### src/rtl/mips_pkg.sv
// rtl/mips_pkg.sv - shared fetch-stage types and MIPS encoding constants
package mips_pkg;

    typedef enum logic [1:0] {
        ST_IDLE  = 2'd0,
        ST_FETCH = 2'd1,
        ST_EXEC  = 2'd2
    } fetch_state_t;

    localparam logic [31:0] DEFAULT_RESET_PC = 32'h0000_3000;

    localparam logic [5:0] OP_RTYPE = 6'b000000;
    localparam logic [5:0] OP_J     = 6'b000010;
    localparam logic [5:0] FN_JR    = 6'b001000;
    localparam logic [5:0] FN_JALR  = 6'b001001;

endpackage

### src/rtl/next_pc_calc.sv
// rtl/next_pc_calc.sv - combinational next-PC select: jr > jump > taken branch > sequential
module next_pc_calc
    import mips_pkg::*;
(
    input  logic [31:0] pc_plus4,
    input  logic [31:0] instr,
    input  logic [31:0] rs_data,
    input  logic        jr,
    input  logic        jump,
    input  logic        branch,
    input  logic        zero,
    output logic [31:0] next_pc,
    output logic        misalign
);

    logic [31:0] branch_off;
    logic        unused_opcode;

    assign branch_off    = {{14{instr[15]}}, instr[15:0], 2'b00};
    assign misalign      = jr && (rs_data[1:0] != 2'b00);
    assign unused_opcode = ^instr[31:26];

    always_comb begin
        next_pc = pc_plus4;
        if (jr) begin
            next_pc = {rs_data[31:2], 2'b00};
        end else if (jump) begin
            next_pc = {pc_plus4[31:28], instr[25:0], 2'b00};
        end else if (branch && zero) begin
            next_pc = pc_plus4 + branch_off;
        end
    end

endmodule

### src/rtl/ifetch_unit.sv
// rtl/ifetch_unit.sv - PC register and IDLE/FETCH/EXEC fetch FSM feeding the decoder
module ifetch_unit
    import mips_pkg::*;
#(
    parameter logic [31:0] RESET_PC = DEFAULT_RESET_PC,
    parameter int          IM_AW    = 10
) (
    input  logic             clk,
    input  logic             rst_n,
    output logic [IM_AW-1:0] im_addr,
    output logic             im_req,
    input  logic [31:0]      im_rdata,
    input  logic             im_ready,
    input  logic             pc_wre,
    input  logic             branch,
    input  logic             jump,
    input  logic             jr,
    input  logic             zero,
    input  logic [31:0]      rs_data,
    output logic [31:0]      instr,
    output logic [5:0]       op,
    output logic [5:0]       func,
    output logic [4:0]       rt,
    output logic             instr_valid,
    output logic [31:0]      pc,
    output logic [31:0]      pc_plus4,
    output logic             align_err
);

    fetch_state_t state;
    logic [31:0]  next_pc;
    logic         misalign;

    next_pc_calc u_next_pc (
        .pc_plus4 (pc_plus4),
        .instr    (instr),
        .rs_data  (rs_data),
        .jr       (jr),
        .jump     (jump),
        .branch   (branch),
        .zero     (zero),
        .next_pc  (next_pc),
        .misalign (misalign)
    );

    always_ff @(posedge clk) begin
        if (!rst_n) begin
            state     <= ST_IDLE;
            pc        <= RESET_PC;
            instr     <= 32'd0;
            align_err <= 1'b0;
        end else begin
            case (state)
                ST_IDLE: state <= ST_FETCH;
                ST_FETCH: begin
                    if (im_ready) begin
                        instr <= im_rdata;
                        state <= ST_EXEC;
                    end
                end
                ST_EXEC: begin
                    // Without pc_wre the decoder is stalled; instr and pc hold.
                    if (pc_wre) begin
                        pc        <= next_pc;
                        align_err <= align_err | misalign;
                        state     <= ST_FETCH;
                    end
                end
                default: state <= ST_IDLE;
            endcase
        end
    end

    assign im_req      = (state == ST_FETCH);
    assign instr_valid = (state == ST_EXEC);
    assign im_addr     = pc[IM_AW+1:2];
    assign pc_plus4    = pc + 32'd4;
    assign op          = instr[31:26];
    assign func        = instr[5:0];
    assign rt          = instr[20:16];

endmodule

### config.mk
export PLATFORM = sky130hd
export DESIGN_NAME = ifetch_unit
export DESIGN_NICKNAME = d
export VERILOG_FILES = /design/src/rtl/mips_pkg.sv /design/src/rtl/next_pc_calc.sv /design/src/rtl/ifetch_unit.sv
export SDC_FILE = /design/constraint.sdc
export NUM_CORES = 1
export LEC_CHECK = 0
export CORE_MARGIN = 2
export CORE_UTILIZATION = 30
export CTS_BUF_LIST = sky130_fd_sc_hd__clkbuf_16
export DETAILED_ROUTE_END_ITERATION = 16
export PLACE_DENSITY = 0.64
export SYNTH_ARGS = -nofsm -noshare
export SYNTH_HDL_FRONTEND = slang
export SYNTH_SLANG_ARGS = --single-unit
### constraint.sdc
create_clock -name clk -period 4.6 [get_ports clk]
set_input_delay 1.38 -clock clk [delete_from_list [all_inputs] [get_ports clk]]
set_output_delay 1.38 -clock clk [all_outputs]
set_load 0.005 [all_outputs]
Word-level counts from Yosys, hierarchy flattened
Index checks and enable logic that the tools add are counted.

Output and inout port bits: 126. Bits of input ports: 72. Word-level logic and storage cells: 24. Register bits after elaboration: 67.

Reductions and logical operators: 7. Mux-type cells: 6. Bitwise operators: 1. $add $sub $neg: 2. Equality and inequality tests: 4.

Operator list (count): 32-bit two-way mux (3); 32-bit by 3-bit adder with 32-bit output (second input constant) (1); 32-bit adder (1); 2-bit case mux with 3 select lines (1); 2-bit AND reduction (3); 2-bit two-way mux (2); 2-bit by 1-bit equality test with 1-bit output (second input constant) (1); 2-bit equality test (second input constant) (1); 1-bit logical AND (2); 2-bit logical NOT (1); 2-bit by 1-bit inequality test with 1-bit output (second input constant) (1); 2-bit inequality test (second input constant) (1); 2-bit nonzero test (1); 1-bit bitwise OR (1).

Depth between registers and ports, before layout
Depth after elaboration: 5. Mapped depth: 16. Mapped depth without buffers: 15.

By module
A second synthesis with hierarchy kept.

Cell total of the unflattened synthesis: 795. Area, all modules: 5738.0 um2.

By module, submodules not included: ifetch_unit (cells an instance 406, seq. area each 1341.3 um2, area each 3329.4 um2, instances 1); next_pc_calc (cells an instance 389, seq. area each 0.0 um2, area each 2408.6 um2, instances 1).

Worst setup path after synthesis
No wires, ideal clock.

Path type: reg-to-reg. Start point: register pc[8]. End point: register pc[29]. Cell stages (with the launch flop): 17. Library setup time: 129 ps. Path slack: 729 ps. Clock period less this slack: 3871 ps. Data required time: 4471 ps. Arrival time: 3742 ps. Path buffers: 1. Path through: dfxtp_1 nand4_1 or3_1 buf_2 nor2_1 nand2_1 xnor2_1 ha_1 a21o_1 a21oi_1 o21ai_0 a2111oi_0 nor2_1 a221oi_2 nor4_1 o31ai_1 nand3_1.

Word-level cells in the longest chain between the ends: 5.

RTL lines: start, declared (RTL line ifetch_unit.sv:25) `output logic [31:0] pc,`; start signal, assigned (RTL line ifetch_unit.sv:64) `pc <= next_pc;`; 32-bit by 3-bit adder with 32-bit output (RTL line ifetch_unit.sv:77) `assign pc_plus4 = pc + 32'd4;`; named net pc_plus4[15] (RTL line ifetch_unit.sv:26) `output logic [31:0] pc_plus4,`; 32-bit adder (RTL line next_pc_calc.sv:30) `next_pc = pc_plus4 + branch_off;`; 32-bit two-way mux (RTL line next_pc_calc.sv:29) `end else if (branch && zero) begin`; 32-bit two-way mux (RTL line next_pc_calc.sv:27) `end else if (jump) begin`; 32-bit two-way mux (RTL line next_pc_calc.sv:25) `if (jr) begin`.

The timed path passes the listed nets, and every way through them passes these cells. A chain may end at the register's enable or synchronous reset.

Worst setup path in the final report
Start point: register pc[8]. End point: output port pc_plus4[25].

Word-level cells in the longest chain between the ends: 1.

RTL lines (RTL line): 32-bit by 3-bit adder with 32-bit output (ifetch_unit.sv:77); end, declared (ifetch_unit.sv:26).

Every way passes these cells.

==> out/results.md <==
## CTS
* 0.34 ns — source-to-sink clock delay at the later pin of the worst-skew pair
* sky130_fd_sc_hd__clkbuf_16 — clock root buffer
* 0 — number of buffers added for setup after CTS
* done — TritonCTS clock tree
* 2 — maximum number of buffers from clock root to sink
* 0 — hold buffer count at CTS
* 65 — number of sinks on the clock net
* 3 — number of H-tree branching levels
* 0 — number of instances resized during post-cts repair
* 9 — CTS Buf Count
* 0.06 ns — clock transition time at the flip-flop clock pins of the worst setup and hold paths

## Final layout
* 7870 sq um — design area
* 1,017 — number of nets at the end of the flow
* 1,142 — Post-Layout Cell Count
* 3770 sq um — area of the multi-input gates
* 43.6% — Layout Area Growth over Synthesis
* 0.0613 — fraction of final layout cells sized beyond drive strength 1
* 0.438 — fraction of the core area covered by cells at the end of the flow
* 1,828 — fill cell total of the finished layout
* 1300 sq um — area of all sequential standard cells
* 0 — antenna cells

## Floorplanning
* 139 microns — vertical die dimension
* 49 — floorplan row count
* 19,400 sq um — die footprint
* 139 microns — Die X-Extent
* 0.305 — initial core utilization
* 198 — top-level port count
* 18,000 sq um — Core ar.

## Min path
* align_err — startpoint of the most critical hold path
* 1 — number of cells traversed by the worst hold path
* reg2reg — min-delay worst type

## Power and ir drop
* 217 nW/um^2 — PwrDens
* 3.13 nW — leakage power
* 1.71 mW — post-layout power
* 164 uV — highest ir drop seen on vdd

## Setup path
* 2.88 ns — crit path DAT
* pc[8] — critical path startpoint
* 7 — critical path depth in cells
* output pin — Crit. End Element
* simple AND/OR/NAND/NOR gates — Worst path top cell family by delay
* 2 — Buf/Inv on CP
* reg2out — kind of critical path
* 0.59 ns — delay of the slowest cell on the worst path
* register — CP startpoint kind
* sky130_fd_sc_hd__clkdlybuf4s50_1 — cell with the largest stage delay on the worst path
* pc[8] — FF-to-FF Start
* sky130_fd_sc_hd__nand4_1 — most frequent cell on the critical path
* 7 — worst-path maximum fanout
* 17 — Worst Reg2Reg Path Length in Cells
* nand4_1, or3_1, nor2_1, buf_4, nand4_1, xnor2_1, clkdlybuf4s50_1 — CP cell instances
* 3.22 ns — data required time at the worst endpoint

## STA
* 0.701 ns — transition time of the tightest slew-check pin
* 0.532 — worst relative slew slack
* 0.465 ns — worst hold-check slack
* 0 ns — accumulated negative setup slack
* 0.00761 ns — clock skew
* 4.26 ns — shortest clock period the worst path allows after layout
* 0 — Pins Over Slew Limit
* false — setup repair after global routing missed its margin
* 0 — final setup violation count
* 235 MHz — timing-limited maximum frequency
* 0.926 — ratio of final minimum period to clock period
* 0 — number of hold-slack violations in the final timing report
* 0.339 ns — crit path setup slack, layout

## Route
* 21,700 microns — final WL
* 5 — number of iterations in the first detailed-routing pass
* 0 — post-route antenna net violation count
* 5.40 — detailed-route vias per instance
* 0 — # DRC
* 407 — Iter 0 DRT Violations
* 19.0 microns — average wire length per cell after detail routing
* 6,166 — count of vias placed by the detailed router

## Logic synthesis
* 0 — Post-synth EDFFs
* 0.237 — share of the synthesized area in the top cell type
* 0 — proportion of register bits with asynchronous set or reset after synthesis
* sky130_fd_sc_hd__dfxtp_1 (24%), sky130_fd_sc_hd__nand2_1 (8.9%), sky130_fd_sc_hd__ha_1 (8.2%) — top cells by area in the synthesized netlist
* 5480 sq um — post-synth design cell area
* 0.237 — post-synthesis sequential area ratio
* sky130_fd_sc_hd__nand2_1 (130), sky130_fd_sc_hd__dfxtp_1 (65), sky130_fd_sc_hd__a21oi_1 (44), sky130_fd_sc_hd__nand3_1 (41) — top post-synthesis cells by count
* 7.38 sq um — average cell area after synthesis
* 65 — Seq cells post-synth
* 0 — Syn. warnings
* 58 — Yosys cell types
* sky130_fd_sc_hd__nand2_1 — most numerous cell in the Yosys netlist
* sky130_fd_sc_hd__dfxtp_1 — cell type with the highest aggregate area in the netlist
* 743 — gate count after technology mapping
* sky130_fd_sc_hd__dfxtp_1 — dominant register cell in the synthesized netlist

## Run status
* complete, no violations — run status

## Job
* 0 — Max Cap Viol

## Place
* 193 — port buffer count
* 16,500 microns — Post-DP HPWL
* 7550 sq um — standard cell area after detailed placement
* 0.462 ns — worst setup slack before clock tree synthesis
* 1,126 — placed cell count
* 0.948 — Final GP Congestion

## GRT
* 5,699 — vias in the first global route
* 0.215 — Global Route Usage Sum
* 0 — initial antenna violation count
* 0 — GRT overflow
* 41 — maximum number of pins on one net before global-route repair
* 32,800 microns — global-route wire length before repair

## power breakdown
part	internal, mW	switching, mW
Sequential	0.583	0.0300
Clock	0.473	0.279
Combinational	0.179	0.163
Total	1.24	0.472
## logic make-up after synthesis
logic type,Yosys count,synth area share
XOR/XNOR,52,0.0845
adder cells (fa/ha/maj),37,0.0858
buffers and inverters,83,0.0785
AND/OR/NAND/NOR,285,0.241
flip-flops,65,0.237
other,1,0.000684
AO/OA/AOI/OAI,220,0.272
## worst reg2reg max path: stages (launching register included)
cell and delay, ns:
sky130_fd_sc_hd__dfxtp_1 0.44, sky130_fd_sc_hd__nand4_1 0.17, sky130_fd_sc_hd__or3_1 0.49, sky130_fd_sc_hd__nor2_1 0.23
sky130_fd_sc_hd__nand2_1 0.10, sky130_fd_sc_hd__xnor2_1 0.21, sky130_fd_sc_hd__ha_1 0.32, sky130_fd_sc_hd__a21o_1 0.25
sky130_fd_sc_hd__a21oi_1 0.24, sky130_fd_sc_hd__o21ai_0 0.19, sky130_fd_sc_hd__a2111oi_0 0.43, sky130_fd_sc_hd__buf_4 0.18
sky130_fd_sc_hd__nor2_1 0.04, sky130_fd_sc_hd__a221oi_2 0.22, sky130_fd_sc_hd__buf_4 0.18, sky130_fd_sc_hd__nor4_1 0.05
sky130_fd_sc_hd__o31ai_1 0.26, sky130_fd_sc_hd__nand3_1 0.09
## placed cells by master (no fill, tap or decap), drive strengths merged, types with 32 or more instances in the layout
cell / count
nand3: 41
nor2: 40
nand2: 131
o21ai: 38
buf: 32
dfxtp: 65
clkdlybuf4s50: 192
a21oi: 44
a21boi: 34
ha: 36
## flip-flops by register name, summed over array words and instances, names as in the netlist
| name | cells |
|---|---|
| align_err | 1 |
| instr | 32 |
| pc | 30 |
| state | 2 |
## layer usage
layer | up-vias | track usage | routed length [microns]
li1 | 2979 | - | -
met3 | 41 | 0.0439 | 1790
met5 | - | 0 | 0
met4 | 0 | 0.0813 | 528
met2 | 293 | 0.331 | 9500
met1 | 2853 | 0.296 | 9850
## path summary, 6_finish.rpt
check	slack [ns]	to
hold / removal	0.46	align_err
setup reg to reg	0.36	pc[29]
hold reg to reg	0.46	align_err
setup / recovery	0.34	pc_plus4[25]
## final cells by class
class | count | share of cell area
Multi-Input combinational cell | 598 | 0.479
Timing Repair Buffer | 224 | 0.274
Sequential cell | 65 | 0.165
Tap cell | 229 | 0.0364
Clock buffer | 9 | 0.0286
Clock inverter | 7 | 0.0118
Inverter | 10 | 0.00477
Power figures use the tool's default switching activity.
